===== config.mk =====
export PLATFORM = sky130hd
export DESIGN_NAME = fp_mul_pipe_param_flat
export DESIGN_NICKNAME = d
export VERILOG_FILES = /design/src/rtl/fp_mul_pipe_param_if.sv /design/src/rtl/fp_mul_pipe_param.sv /design/src/flat_wrapper.sv
export SDC_FILE = /design/constraint.sdc
export NUM_CORES = 1
export LEC_CHECK = 0
export CORE_MARGIN = 5
export CORE_UTILIZATION = 50
export CTS_CLUSTER_DIAMETER = 60
export DETAILED_ROUTE_END_ITERATION = 7
export PLACE_DENSITY_LB_ADDON = 0.05
export SLEW_MARGIN = 10
export SYNTH_ARGS = -nofsm -noshare
export SYNTH_HDL_FRONTEND = slang
export SYNTH_SLANG_ARGS = --single-unit

===== constraint.sdc =====
create_clock -name clk -period 3.1 [get_ports clk]
set_input_delay 0.465 -clock clk [delete_from_list [all_inputs] [get_ports clk]]
set_output_delay 0.465 -clock clk [all_outputs]
set_load 0.03 [all_outputs]

===== src/rtl/fp_mul_pipe_param_if.sv =====
// Operand/result handshake bundle for fp_mul_pipe_param.
// The master side drives operands and accepts results; the slave side is the multiplier.
interface fp_mul_pipe_param_if #(
  parameter int EW = 3,
  parameter int FW = 4
);
  localparam int W = 1 + EW + FW;

  logic         in_valid;
  logic         in_ready;
  logic [W-1:0] a;
  logic [W-1:0] b;
  logic         out_valid;
  logic         out_ready;
  logic [W-1:0] y;
  logic         ovf;
  logic         unf;

  modport master (
    output in_valid, a, b, out_ready,
    input  in_ready, out_valid, y, ovf, unf
  );

  modport slave (
    input  in_valid, a, b, out_ready,
    output in_ready, out_valid, y, ovf, unf
  );
endinterface


===== src/rtl/fp_mul_pipe_param.sv =====
// Multi-cycle {sign, biased exp, frac} multiplier with saturation/flush flags.
// Define FP_MUL_RNE_EN for round-to-nearest-even; otherwise the fraction is truncated.
module fp_mul_pipe_param #(
  parameter int EW = 3,
  parameter int FW = 4
) (
  input  logic                clk,
  input  logic                rst_n,
  fp_mul_pipe_param_if.slave  io
);
  localparam int W  = 1 + EW + FW;
  localparam int PW = 2 * FW + 2;
  localparam int XW = EW + 2;

  localparam logic signed [XW-1:0] BIAS = XW'((1 << (EW - 1)) - 1);
  localparam logic signed [XW-1:0] EMAX = XW'((1 << EW) - 1);
  localparam logic signed [XW-1:0] EMIN = XW'(1);

`ifdef FP_MUL_RNE_EN
  localparam logic RNE_EN = 1'b1;
`else
  localparam logic RNE_EN = 1'b0;
`endif

  typedef enum logic [2:0] {S_IDLE, S_MUL, S_NORM, S_RND, S_DONE} state_t;

  state_t state_q;
  logic   in_ready_q, out_valid_q;

  logic [W-1:0]           a_q, a_d, b_q, b_d;
  logic [PW-1:0]          prod_q, prod_d;
  logic signed [XW-1:0]   exp_q, exp_d;
  logic                   sign_q, sign_d, zero_q, zero_d;
  logic [FW-1:0]          mant_q, mant_d;
  logic                   guard_q, guard_d, sticky_q, sticky_d;
  logic [W-1:0]           y_q, y_d;
  logic                   ovf_q, ovf_d, unf_q, unf_d;

  logic                   accept;
  logic [PW-1:0]          ma_w, mb_w;
  logic signed [XW-1:0]   ea_w, eb_w, exp_rnd_w;
  logic [PW-2:0]          pn_w;
  logic [FW:0]            rnd_w;
  logic [W+1:0]           pack_w;

  function automatic logic [FW:0] round_frac(input logic [FW-1:0] m, input logic g,
                                             input logic st);
    logic inc;
    inc = RNE_EN & g & (st | m[0]);
    round_frac = {1'b0, m} + {{FW{1'b0}}, inc};
  endfunction

  // Result is {ovf, unf, y}.
  function automatic logic [W+1:0] pack(input logic s, input logic z,
                                        input logic signed [XW-1:0] e,
                                        input logic [FW-1:0] f);
    if (z)              pack = {2'b00, s, {(EW + FW){1'b0}}};
    else if (e > EMAX)  pack = {2'b10, s, {(EW + FW){1'b1}}};
    else if (e < EMIN)  pack = {2'b01, s, {(EW + FW){1'b0}}};
    else                pack = {2'b00, s, e[EW-1:0], f};
  endfunction

  assign accept    = io.in_valid & in_ready_q;
  assign ma_w      = PW'({1'b1, a_q[FW-1:0]});
  assign mb_w      = PW'({1'b1, b_q[FW-1:0]});
  assign ea_w      = $signed({2'b00, a_q[W-2 -: EW]});
  assign eb_w      = $signed({2'b00, b_q[W-2 -: EW]});
  // Left-align the product so the hidden 1 always sits just above the mantissa.
  assign pn_w      = prod_q[PW-1] ? prod_q[PW-2:0] : {prod_q[PW-3:0], 1'b0};
  assign rnd_w     = round_frac(mant_q, guard_q, sticky_q);
  assign exp_rnd_w = exp_q + $signed({{(XW - 1){1'b0}}, rnd_w[FW]});
  assign pack_w    = pack(sign_q, zero_q, exp_rnd_w, rnd_w[FW-1:0]);

  always_comb begin
    a_d      = a_q;
    b_d      = b_q;
    prod_d   = prod_q;
    exp_d    = exp_q;
    sign_d   = sign_q;
    zero_d   = zero_q;
    mant_d   = mant_q;
    guard_d  = guard_q;
    sticky_d = sticky_q;
    y_d      = y_q;
    ovf_d    = ovf_q;
    unf_d    = unf_q;
    case (state_q)
      S_IDLE: begin
        if (accept) begin
          a_d = io.a;
          b_d = io.b;
        end
      end
      // MUL: full mantissa product and unnormalised exponent
      S_MUL: begin
        prod_d = ma_w * mb_w;
        exp_d  = ea_w + eb_w - BIAS;
        sign_d = a_q[W-1] ^ b_q[W-1];
        zero_d = (a_q[W-2 -: EW] == '0) | (b_q[W-2 -: EW] == '0);
      end
      // NORM: select mantissa, guard and sticky
      S_NORM: begin
        mant_d   = pn_w[PW-2 -: FW];
        guard_d  = pn_w[FW];
        sticky_d = |pn_w[FW-1:0];
        exp_d    = exp_q + $signed({{(XW - 1){1'b0}}, prod_q[PW-1]});
      end
      // RND: round, renormalise on carry, pack and saturate
      S_RND: begin
        y_d   = pack_w[W-1:0];
        unf_d = pack_w[W];
        ovf_d = pack_w[W+1];
      end
      default: ;
    endcase
  end

  always_ff @(posedge clk or negedge rst_n) begin
    if (!rst_n) begin
      state_q     <= S_IDLE;
      in_ready_q  <= 1'b1;
      out_valid_q <= 1'b0;
      y_q         <= '0;
      ovf_q       <= 1'b0;
      unf_q       <= 1'b0;
    end else begin
      y_q   <= y_d;
      ovf_q <= ovf_d;
      unf_q <= unf_d;
      case (state_q)
        S_IDLE: begin
          if (accept) begin
            state_q    <= S_MUL;
            in_ready_q <= 1'b0;
          end
        end
        S_MUL:  state_q <= S_NORM;
        S_NORM: state_q <= S_RND;
        S_RND: begin
          state_q     <= S_DONE;
          out_valid_q <= 1'b1;
        end
        S_DONE: begin
          if (io.out_ready) begin
            state_q     <= S_IDLE;
            out_valid_q <= 1'b0;
            in_ready_q  <= 1'b1;
          end
        end
        default: begin
          state_q     <= S_IDLE;
          out_valid_q <= 1'b0;
          in_ready_q  <= 1'b1;
        end
      endcase
    end
  end

  always_ff @(posedge clk) begin
    a_q      <= a_d;
    b_q      <= b_d;
    prod_q   <= prod_d;
    exp_q    <= exp_d;
    sign_q   <= sign_d;
    zero_q   <= zero_d;
    mant_q   <= mant_d;
    guard_q  <= guard_d;
    sticky_q <= sticky_d;
  end

  assign io.in_ready  = in_ready_q;
  assign io.out_valid = out_valid_q;
  assign io.y         = y_q;
  assign io.ovf       = ovf_q;
  assign io.unf       = unf_q;
endmodule

===== src/flat_wrapper.sv =====
// flat-port wrapper written by rule: the top's interface ports become plain ports
module fp_mul_pipe_param_flat 
#(
  parameter int EW = 3,
  parameter int FW = 4
)
  (clk, rst_n, io_in_valid, io_a, io_b, io_out_ready, io_in_ready, io_out_valid, io_y, io_ovf, io_unf);
  fp_mul_pipe_param_if #(.EW(EW), .FW(FW)) io_i ();
  input  logic clk;
  input  logic rst_n;
  input wire logic [$bits(io_i.in_valid)-1:0] io_in_valid;
  input wire logic [$bits(io_i.a)-1:0] io_a;
  input wire logic [$bits(io_i.b)-1:0] io_b;
  input wire logic [$bits(io_i.out_ready)-1:0] io_out_ready;
  output wire logic [$bits(io_i.in_ready)-1:0] io_in_ready;
  output wire logic [$bits(io_i.out_valid)-1:0] io_out_valid;
  output wire logic [$bits(io_i.y)-1:0] io_y;
  output wire logic [$bits(io_i.ovf)-1:0] io_ovf;
  output wire logic [$bits(io_i.unf)-1:0] io_unf;
  assign io_i.in_valid = io_in_valid;
  assign io_i.a = io_a;
  assign io_i.b = io_b;
  assign io_i.out_ready = io_out_ready;
  assign io_in_ready = io_i.in_ready;
  assign io_out_valid = io_i.out_valid;
  assign io_y = io_i.y;
  assign io_ovf = io_i.ovf;
  assign io_unf = io_i.unf;
  fp_mul_pipe_param #(.EW(EW), .FW(FW)) u_core (.clk(clk), .rst_n(rst_n), .io(io_i));
endmodule

==> impl_metrics.env <==
export IMPL_status="finished with violations"
export IMPL_violations="setup timing"
export IMPL_r2r_cells=12
export IMPL_grt_overflow=0
export IMPL_critical_path_max_fanout=3
export IMPL_peakVddDrop_v=0.000276
export IMPL_clock_fmax_mhz=309
export IMPL_core_area_um2=5110
export IMPL_drv_cap=0
export IMPL_worstReg2RegStart="u_core.a_q[2]"
export IMPL_syn_nets=261
export IMPL_io_pins=32
export IMPL_yosysUniqueCellTypes=35
export IMPL_fin_cells=331
export IMPL_cp_start_kind="flop"
export IMPL_yosysSeqAreaShare_pct=52.3
export IMPL_final_nets=310
export IMPL_core_rowCount=26
export IMPL_timing_hold_violations_final=0
export IMPL_hold_depth=2
export IMPL_min_delay_start="u_core.io.y[6]"
export IMPL_clkSinkCount=48
export IMPL_wl_per_cell_um=12.1
export IMPL_numPortBuffers=31
export IMPL_required_ns=3.14
export IMPL_antenna_found_initial=0
export IMPL_holdPathEnd="u_core.io.y[6]"
export IMPL_synth_area_um2=2620
export IMPL_leakagePower_nw=1.35
export IMPL_htree_levels=2
export IMPL_die_w_um=82.3
export IMPL_vias_per_cell=5.03
export IMPL_power_mw=2.54
export IMPL_clockBufferDepth=2
export IMPL_final_layout_size_suffix_gt1_share_pct=15.3
export IMPL_synth_edf_count=33
export IMPL_r2r_end="u_core.prod_q[9]"
export IMPL_cts_tree="yes"
export IMPL_die_h_um=82.3
export IMPL_syn_inst=211
export IMPL_setup_viol=4
export IMPL_clock_skew_ns=0.00808
export IMPL_dp_cells=322
export IMPL_p_per_area_nw_per_um2=787
export IMPL_rsz0062_at_grt="yes"
export IMPL_cp_startpoint="u_core.a_q[2]"
export IMPL_fillers=434
export IMPL_drc_errors=0
export IMPL_hp_class="reg2reg"
export IMPL_clkTransAtPathRegs_ns=0.08
export IMPL_cts_inserted_buffers=5
export IMPL_gp_congestion=0.716
export IMPL_period_needed_ns=3.24
export IMPL_drt_initial_drc_count=44
export IMPL_wirelength_mm=4.00
export IMPL_initial_utilization_pct=51.2
export IMPL_area_growth_pct=23.3
export IMPL_track_usage_pct=13.6
export IMPL_dp_hpwl_mm=3.24
export IMPL_ys_seq_elements=48
export IMPL_regToRegSetupSlack_ns=-0.14
export IMPL_finalCritPeriodShare_pct=104
export IMPL_grt_max_degree=18
export IMPL_ant_nets=0
export IMPL_avgSynthCellArea_um2=12.4
export IMPL_grt_pass1_wl_mm=7.10
export IMPL_clk_latency_ns=0.29
export IMPL_yosysWarnings=0
export IMPL_cts_root_buffer="clkbuf_8"
export IMPL_utilization_pct=63.2
export IMPL_async_flop_share_pct=31.3
export IMPL_drv_slew=0
export IMPL_vias=1666
export IMPL_ys_flop_type="edfxtp_1"
export IMPL_worst_pin_slew_ns=0.650
export IMPL_first_global_vias=1681
export IMPL_critical_path_class="reg2reg"
export IMPL_antenna_cells=0
export IMPL_fp_dieArea_um2=6780
export IMPL_crit_path_end_kind="flop"
export IMPL_cp_arrival_ns=3.28
export IMPL_dr_pass1_iters=4
export IMPL_hold_buffers=0
export IMPL_setup_slack_ns=-0.137
export IMPL_slew_headroom_pct=56.5
[stage by stage]
step,setup TNS [ns],setup slack (ns),cell area [um^2],hold slack [ns]
global route,-1.02,-0.278,3230,0.502
finish,-0.386,-0.137,3230,0.482
detailed placement,-0.574,-0.251,3120,0.466
global placement,-0.316,-0.143,3120,0.459
floorplan,-0.317,-0.169,2640,0.169
CTS,-0.426,-0.146,3210,0.485
[cell families after synthesis]
family,after synthesis,synth area share (%)
fa+ha+maj,30,16.9
buf+inv,23,3.49
simple gates,55,11.5
flops,48,52.3
compound gates,36,8.66
mux,8,3.40
xor+xnor,11,3.68
[state kept, by name, indices dropped and copies added (netlist names)]
name,flops
u_core.io.out_valid,1
u_core.b_q,8
u_core.io.ovf,1
u_core.mant_q,4
u_core.io.y,8
u_core.exp_q,5
u_core.sign_q,1
u_core.a_q,8
u_core.prod_q,6
u_core.io.unf,1
u_core.zero_q,1
u_core.state_q,3
u_core.io.in_ready,1
[synthesized netlist by cell type, types with 3 or more instances]
master,n,area share [%]
xor2_1,6,2.0
buf_2,3,0.57
mux2_2,7,3.0
fa_1,9,6.9
inv_1,19,2.7
xnor2_1,5,1.7
a21oi_1,12,2.3
a221o_1,5,1.9
nand2b_1,3,0.72
nor2_1,11,1.6
dfrtp_1,14,13
o21ai_0,11,2.1
ha_1,21,10
and2_1,9,2.2
nand3_1,5,0.96
nand2_1,15,2.2
edfxtp_1,33,38
[worst max-delay path by stage]
stage / to / slack [ns] / depth (start not counted)
2_1_floorplan: u_core.prod_q[8] / -0.17 / 11
5_1_grt: u_core.prod_q[8] / -0.28 / 11
3_5_place_dp: u_core.prod_q[8] / -0.25 / 11
6_report: u_core.prod_q[9] / -0.14 / 12
4_1_cts: u_core.prod_q[8] / -0.15 / 11
3_3_place_gp: u_core.prod_q[8] / -0.14 / 11
[layer usage]
metal / share of wire [%] / GRT usage (%)
met5: 0 / 0
met4: 1.3 / 3.99
met3: 5.5 / 3.58
met2: 49 / 24.5
met1: 44 / 15.8
[placed cells by master, fill, tap and decap left out, types with 5 or more instances in the layout]
cell             count
dfrtp_1             14
mux2_2               7
nand3_1              5
a21oi_1             12
clkdlybuf4s50_1     31
fa_1                 8
nor2_1              11
and2_1               7
edfxtp_1            33
o21ai_0             11
ha_1                19
clkbuf_8             5
a221o_1              5
xor2_1               6
buf_4               15
xnor2_1              5
nand2_1             15
inv_1               18
[power breakdown]
| part | internal [mW] | switching (mW) | total, mW |
|---|---|---|---|
| clock | 0.159 | 0.194 | 0.353 |
| sequential | 0.956 | 0.155 | 1.11 |
| combinational | 0.527 | 0.546 | 1.07 |
| total | 1.64 | 0.895 | 2.54 |
[critical path: stages (launching register included)]
cell	delay (ns)
edfxtp_1	0.39
and2_4	0.17
fa_1	0.51
inv_1	0.05
fa_1	0.45
fa_1	0.50
inv_2	0.05
ha_4	0.21
nand3_1	0.11
o211ai_1	0.13
buf_4	0.16
a31oi_1	0.14
o311ai_1	0.10
[timing repair]
action	4_1_cts	5_1_grt
setup buffers	1	0
resized for setup	0	2
cloned	0	0
endpoints found under the setup margin	5	5
hold endpoints to repair	0	0
pin swaps	4	3
[layout make-up]
class	count	area [um^2]	share of cell area, %
inverters	19	71.3	2.21
well taps	70	87.6	2.72
clock inverters	1	5.00	0.155
clock buffers	7	76.3	2.37
repair buffers	46	423	13.1
flip-flops and latches	48	1370	42.4
multi-input cells	140	1190	37.0
Power figures use the tool's default switching activity.
